===== src/rtl/csa_mult_reduce.sv =====
// Serial shift-and-add multiplier that leaves X*Y as two carry-save rows A/B for a downstream adder.
// Optional build macro CSA_ZERO_SKIP_EN: stop accumulating once no multiplier bits remain.
module csa_mult_reduce #(
    parameter int WIDTH = 16
) (
    input  logic               clk,
    input  logic               rst_n,
    input  logic               in_valid,
    output logic               in_ready,
    input  logic [WIDTH-1:0]   X,
    input  logic [WIDTH-1:0]   Y,
    output logic               out_valid,
    input  logic               out_ready,
    output logic [2*WIDTH-1:0] A,
    output logic [2*WIDTH-1:0] B
);
    localparam int RW = 2 * WIDTH;
    localparam int CW = $clog2(WIDTH);
    localparam logic [CW-1:0] LAST = CW'(WIDTH - 1);

    typedef enum logic [1:0] {
        IDLE = 2'd0,
        ACC  = 2'd1,
        DONE = 2'd2
    } state_t;

    state_t           r_state;
    logic [WIDTH-1:0] r_xreg;
    logic [WIDTH-1:0] r_yreg;
    logic [CW-1:0]    r_cnt;
    logic [RW-1:0]    r_a;
    logic [RW-1:0]    r_b;

    logic [RW-1:0]    w_pp;
    logic [RW-1:0]    w_sum;
    logic [RW-1:0]    w_carry;
    logic             w_last;

    // Handshakes: a pair is taken on a rising edge with in_valid && in_ready,
    // and rows are consumed on a rising edge with out_valid && out_ready.
    assign in_ready  = (r_state == IDLE);
    assign out_valid = (r_state == DONE);
    assign A         = r_a;
    assign B         = r_b;

    // One full-adder row folds the current partial product into the carry-save pair.
    assign w_pp    = r_yreg[0] ? ({{WIDTH{1'b0}}, r_xreg} << r_cnt) : '0;
    assign w_sum   = r_a ^ r_b ^ w_pp;
    assign w_carry = ((r_a & r_b) | (r_a & w_pp) | (r_b & w_pp)) << 1;

`ifdef CSA_ZERO_SKIP_EN
    assign w_last = (r_cnt == LAST) || ((r_yreg >> 1) == '0);
`else
    assign w_last = (r_cnt == LAST);
`endif

    always_ff @(posedge clk or negedge rst_n) begin
        if (!rst_n) begin
            r_state <= IDLE;
            r_xreg  <= '0;
            r_yreg  <= '0;
            r_cnt   <= '0;
            r_a     <= '0;
            r_b     <= '0;
        end else begin
            unique case (r_state)
                IDLE: begin
                    if (in_valid) begin
                        r_xreg  <= X;
                        r_yreg  <= Y;
                        r_cnt   <= '0;
                        r_a     <= '0;
                        r_b     <= '0;
                        r_state <= ACC;
                    end
                end
                ACC: begin
                    r_a     <= w_sum;
                    r_b     <= w_carry;
                    r_yreg  <= r_yreg >> 1;
                    r_cnt   <= r_cnt + 1'b1;
                    if (w_last) begin
                        r_state <= DONE;
                    end
                end
                DONE: begin
                    // Rows stay frozen until the downstream stage takes them.
                    if (out_ready) begin
                        r_state <= IDLE;
                    end
                end
                default: begin
                    r_state <= IDLE;
                end
            endcase
        end
    end

endmodule

===== config.mk =====
export PLATFORM = sky130hd
export DESIGN_NAME = csa_mult_reduce
export DESIGN_NICKNAME = d
export VERILOG_FILES = /design/src/rtl/csa_mult_reduce.sv
export SDC_FILE = /design/constraint.sdc
export NUM_CORES = 1
export LEC_CHECK = 0
export CORE_MARGIN = 2
export CORE_UTILIZATION = 48
export CTS_CLUSTER_DIAMETER = 50
export DETAILED_ROUTE_END_ITERATION = 6
export PLACE_DENSITY = 0.77
export SYNTH_ARGS = -nofsm -noshare
export SYNTH_HDL_FRONTEND = slang
export SYNTH_SLANG_ARGS = --single-unit

===== constraint.sdc =====
create_clock -name clk -period 2.1 [get_ports clk]
set_input_delay 0.42 -clock clk [delete_from_list [all_inputs] [get_ports clk]]
set_output_delay 0.42 -clock clk [all_outputs]
set_load 0.03 [all_outputs]

Word level (Yosys, flattened, before mapping)
Cells that the tools add are included.
{"block": "word_totals", "latchBits": 0, "output_inout_bits": 66, "mem_bits_rw": 0, "input_bits": 36, "memories": 0, "reg_bits": 102, "word_cells": 38, "mem_bits_ro": 0}
{"block": "op_classes", "mux": 12, "addsub": 1, "n_mul": 0, "n_eq_ne": 6, "n_bitwise": 7, "div": 0, "n_reduce_logical": 5, "n_shift": 1, "magnitude_cmp": 0}
{"operator": "$pmux 32 s2", "count": 2}
{"operator": "$and 31x31->31", "count": 3}
{"operator": "$mux 32", "count": 2}
{"operator": "$xor 32x32->32", "count": 2}
{"operator": "$or 31x31->31", "count": 2}
{"operator": "$pmux 16 s2", "count": 1}
{"operator": "$shl 16x4->32", "count": 1}
{"operator": "$mux 16", "count": 1}
{"operator": "$pmux 4 s2", "count": 1}
{"operator": "$mux 2", "count": 3}
{"operator": "$pmux 2 s3", "count": 1}
{"operator": "$add 4x1->4 const B", "count": 1}
{"operator": "$eq 4x4->1 const B", "count": 1}
{"operator": "$mux 4", "count": 1}
{"operator": "$ne 2x2->1 const B", "count": 2}
{"operator": "$reduce_and 2->1", "count": 2}
{"operator": "$reduce_and 3->1", "count": 1}
{"operator": "$eq 2x1->1 const B", "count": 1}
{"operator": "$eq 2x2->1 const B", "count": 1}
{"operator": "$logic_not 2->1", "count": 1}
{"operator": "$ne 2x1->1 const B", "count": 1}
{"operator": "$reduce_bool 2->1", "count": 1}

Longest topological paths before layout
{"block": "logic_depth", "ltp_word": 6, "ltp_mapped": 8}

Least setup slack after synthesis
Ideal clock, no wire load.
{"block": "synth_timing", "path_kind": "register to register", "from": "register r_cnt[0]", "to": "register r_a[17], in the netlist A[17]", "arrival_time_ns": 1.931, "setup_slack_ns": 0.086, "period_less_slack_ns": 2.014, "path_stages_with_launch": 8, "path_cell_list": "dfrtp_1 -> buf_2 -> mux2_2 -> a22oi_1 -> nand2_1 -> a22oi_1 -> fa_1 -> o21ai_0"}
{"block": "synth_via", "elab_chain_len": 4}
{"element": "start: declaration", "line_no": "30", "source": "logic [CW-1:0] r_cnt;"}
{"element": "start signal: assignment", "line_no": "81", "source": "r_cnt <= r_cnt + 1'b1;"}
{"element": "$shl 16x4->32", "line_no": "47", "source": "assign w_pp = r_yreg[0] ? ({{WIDTH{1'b0}}, r_xreg} << r_cnt) : '0;"}
{"element": "$mux 32", "line_no": "47"}
{"element": "$xor 32x32->32", "line_no": "48", "source": "assign w_sum = r_a ^ r_b ^ w_pp;"}
{"element": "$pmux 32 s2", "line_no": "66", "source": "unique case (r_state)"}
{"element": "end signal: assignment", "line_no": "78", "source": "r_a <= w_sum;"}
{"element": "end: declaration", "line_no": "31", "source": "logic [RW-1:0] r_a;"}
Every way passes these cells.
A chain may end at the register's enable or synchronous reset.

Worst setup path in the final report
{"block": "layout_timing", "from": "register r_cnt[0]", "to": "register r_a[20], in the netlist A[20]"}
Same word-level chain as after synthesis.

==> summary.txt <==
Power and ir drop
  – Sw Ratio: 45.4%
  – Clock network fraction of total power: 13.2%
  – Total leakage power: 0.00307 uW
  – Switching Power: 6050 uW
  – Logic gate share of total power: 60.1%
  – IR Drop Worst-Case VDD: 0.806 mV
  – Part of the power in registers: 26.8%
  – Power per Cell Area: 1770 nW/um2
  – Power Internal: 7280 uW

Die
  – Initial Util: 49.1%
  – X dimension of the die: 112 um
  – Num ports: 102
  – Num rows: 39
  – Overall die area: 12500 um2
  – Core Area: 11400 um2
  – Height of the chip: 112 um

Clock network
  – Cell chosen for the clock root: sky130_fd_sc_hd__clkbuf_16
  – Maximum clock path buffer count: 2
  – Cts bufs inserted: 9
  – Clk_lat worst skew: 0.36 ns
  – Clk sink count: 101
  – Clock-pin slew reported for the worst setup and hold paths after clock tree synthesis: 0.07 ns
  – Depth of the CTS H-tree: 3
  – CTS tree: built

Detailed routing
  – Number of search-and-repair iterations in the first detailed-routing pass: 5
  – Routed via count divided by cell count: 5.59
  – Routed WL: 14400 um
  – Detail Route Antenna Nets: 0
  – Average detailed-routed wire length per instance: 17.8 um
  – Residual DRC: 0
  – DR vias: 4533
  – Detailed Route Iter0 Violations: 304

Place
  – HPWL after detailed placement: 10400 um
  – Worst slack after detailed placement: -0.184 ns
  – Placed cell count: 788
  – DP Area: 6880 um2
  – Input/output buffers: 100
  – Gp weighted congestion: 0.971

Global route
  – Largest net degree at the start of global routing: 87
  – Via count of the first global-routing pass: 4442
  – Residual overflow from global routing: 0
  – Wire length of the first global-routing pass: 23600 um
  – Total track usage: 23.6%
  – Initial antenna violation count: 0

Timing
  – Unrepaired setup endpoints after global routing: true
  – Min setup slack post-route: -0.0779 ns
  – Post-route clock skew: 0.0120 ns
  – Number of max-slew violations in the final report: 0
  – Highest clock rate: 0.459 GHz
  – Number of failing setup endpoints in the final timing report: 15
  – Fin crit share: 104%
  – Final critical path time including I/O delays and setup: 2.18 ns
  – Endpoints failing hold: 0

Synth
  – Flop and latch count out of synthesis: 101
  – Post-synth top flop: sky130_fd_sc_hd__dfrtp_1
  – Async set-or-reset flop fraction in the synthesized netlist: 100%
  – Library cell occupying the most area in the post-synthesis netlist: sky130_fd_sc_hd__dfrtp_1
  – Top cells by area in the synthesized netlist: sky130_fd_sc_hd__dfrtp_1, sky130_fd_sc_hd__fa_1, sky130_fd_sc_hd__nand3_1
  – Portion of the post-synthesis area used by sequential elements: 45.2%
  – YS warnings: 0
  – Area of the mapped netlist: 5590 um2
  – Fraction of the mapped netlist area in compound gates: 13.3%
  – Post-synthesis xor/xnor area fraction: 0%
  – Yosys cell types: 40
  – Proportion of synthesized area in mux cells: 8.91%
  – Average instance area after synthesis: 9.98 um2
  – Simple-gate share of the synthesized area: 13.9%
  – Syn Inst Count: 560
  – Synthesized Nets: 628
  – Main combinational cell family by area after synthesis: simple AND/OR/NAND/NOR gates
  – Area share of fa/ha/maj cells after synthesis: 11.2%
  – Portion of synthesized cell area occupied by the leading cell type: 45.2%
  – Number of enable-type register cells in the synthesized netlist: 0

Critical path
  – Nature of the critical path endpoint: register
  – Slowest-stage cell, CP: sky130_fd_sc_hd__fa_1
  – Register-to-register setup slack: -0.08 ns
  – R2R Path Start: r_cnt[0]$_DFFE_PN0P_
  – Crit-path max cell delay: 0.47 ns
  – Capture instance of the worst register-to-register path: A[20]$_DFFE_PN0P_
  – Cell family with the largest share of critical-path delay: compound AO/OA/AOI/OAI gates
  – Number of buffer and inverter instances along the worst setup path: 1
  – Launch point of the critical path: r_cnt[0]$_DFFE_PN0P_
  – Launching element type of the critical path: register
  – Cells on worst reg2reg path: 7
  – Start-to-end type of the worst setup path: register to register
  – Largest fanout on the critical path: 9
  – Critical path data required time: 2.38 ns
  – Arrival time reported for the critical path endpoint: 2.46 ns
  – Cell Chain, Critical Path: buf_12, mux2_2, o22ai_2, nor2_2, a32oi_2, fa_1, o21ai_2

Hold path
  – Type of the most critical hold path: primary input to async pin

Run
  – Maximum capacitance violations: 0

Cells and area
  – Count of placed standard cells in the final layout, fillers left out: 811
  – Most common cell after layout, fill and taps aside: sky130_fd_sc_hd__dfrtp_1
  – Antenna fix cells: 0
  – Number of nets in the finished design: 731
  – Area of all placed cells without fillers: 7510 um2
  – Post-layout util: 66.1%
  – Layout fillers: 905
  – Syn-to-layout area delta: 34.4%
  – Share of cells above drive strength 1: 21.9%
  – Highest-count cells in the layout ignoring fill and taps: sky130_fd_sc_hd__dfrtp_1, sky130_fd_sc_hd__clkdlybuf4s50_1, sky130_fd_sc_hd__nand3_1

Status
  – Violations in the final reports: setup timing
  – Outcome: finished with violations
==> flip-flops by register name, indices dropped and copies added (netlist names) <==
register	count
r_xreg	16
B	31
A	32
r_state	2
r_cnt	4
r_yreg	16
==> worst max path at each step <==
| stage | endpoint | cells after the start |
|---|---|---|
| after floorplan | A[17]$_DFFE_PN0P_ | 7 |
| after global placement | A[11]$_DFFE_PN0P_ | 7 |
| after detailed placement | A[11]$_DFFE_PN0P_ | 7 |
| after CTS | A[19]$_DFFE_PN0P_ | 7 |
| after global routing | A[15]$_DFFE_PN0P_ | 6 |
| final | A[20]$_DFFE_PN0P_ | 7 |
==> kinds of logic (layout without fill, tap and decap cells) <==
family | count (synthesis) | count (layout)
DFF | 101 | 101
other | 1 | 1
buffers and inverters | 102 | 210
muxes | 38 | 38
and+or+nand+nor | 167 | 167
AOI/OAI and AO/OA | 119 | 119
adders and majority gates | 32 | 32
==> Yosys cell counts (3+ instances only) <==
| library cell | number |
|---|---|
| sky130_fd_sc_hd__dfrtp_1 | 101 |
| sky130_fd_sc_hd__nand3_1 | 73 |
| sky130_fd_sc_hd__o21ai_0 | 61 |
| sky130_fd_sc_hd__inv_1 | 60 |
| sky130_fd_sc_hd__nor2_1 | 39 |
| sky130_fd_sc_hd__nand2_1 | 32 |
| sky130_fd_sc_hd__fa_1 | 30 |
| sky130_fd_sc_hd__o22ai_1 | 29 |
| sky130_fd_sc_hd__clkbuf_1 | 25 |
| sky130_fd_sc_hd__mux2_2 | 22 |
| sky130_fd_sc_hd__buf_2 | 14 |
| sky130_fd_sc_hd__mux2_4 | 9 |
| sky130_fd_sc_hd__a22oi_2 | 7 |
| sky130_fd_sc_hd__a32oi_1 | 5 |
| sky130_fd_sc_hd__nand2b_1 | 5 |
| sky130_fd_sc_hd__nor2b_1 | 5 |
| sky130_fd_sc_hd__nor3_1 | 4 |
| sky130_fd_sc_hd__a22oi_1 | 3 |
| sky130_fd_sc_hd__o21ai_1 | 3 |
| sky130_fd_sc_hd__or3_1 | 3 |
==> per-stage QoR <==
step / total power (uW) / hold slack [ns] / setup TNS (ns)
after floorplan: 8130 / 0.124 / 0
after global placement: 10400 / 0.279 / -0.509
after detailed placement: 10600 / 0.281 / -0.942
after CTS: 12700 / 0.448 / -0.394
after global routing: 14200 / 0.480 / -1.81
final: 13300 / 0.443 / -0.406
==> repair_timing <==
item                                    CTS  global route
buffers inserted                          1             4
cloned                                    0             1
endpoints found under the setup margin   18            27
pin swaps                                 6            32
resized for setup                        22            50
hold buffers                              1             0
endpoints found under the hold margin     9             0
==> layer usage <==
layer	GRT usage (%)	wire, um	vias up
li1	-	-	2104
met1	33.4	6380	2264
met2	37.7	7080	141
met3	3.76	659	24
met4	7.74	329	0
met5	0	0	-
==> cell type report <==
type	count	area (um2)	area share [%]
Clock buffer	9	225	3.00
Clock inverter	7	83.8	1.12
Inverter	60	225	3.00
Multi-Input combinational cell	357	2900	38.6
Sequential cell	101	2530	33.7
Tap cell	143	179	2.38
Timing Repair Buffer	134	1370	18.2
==> power by group through the flow <==
| stage | sequential [uW] | combinational [uW] | clock, uW |
|---|---|---|---|
| global route | 3670 | 8710 | 1840 |
| global placement | 3520 | 6910 | 0 |
| floorplan | 4200 | 3930 | 0 |
| detailed placement | 3560 | 7080 | 0 |
| finish | 3570 | 8000 | 1750 |
| CTS | 3530 | 7370 | 1770 |
No activity file was read; power rests on OpenSTA's default activity.
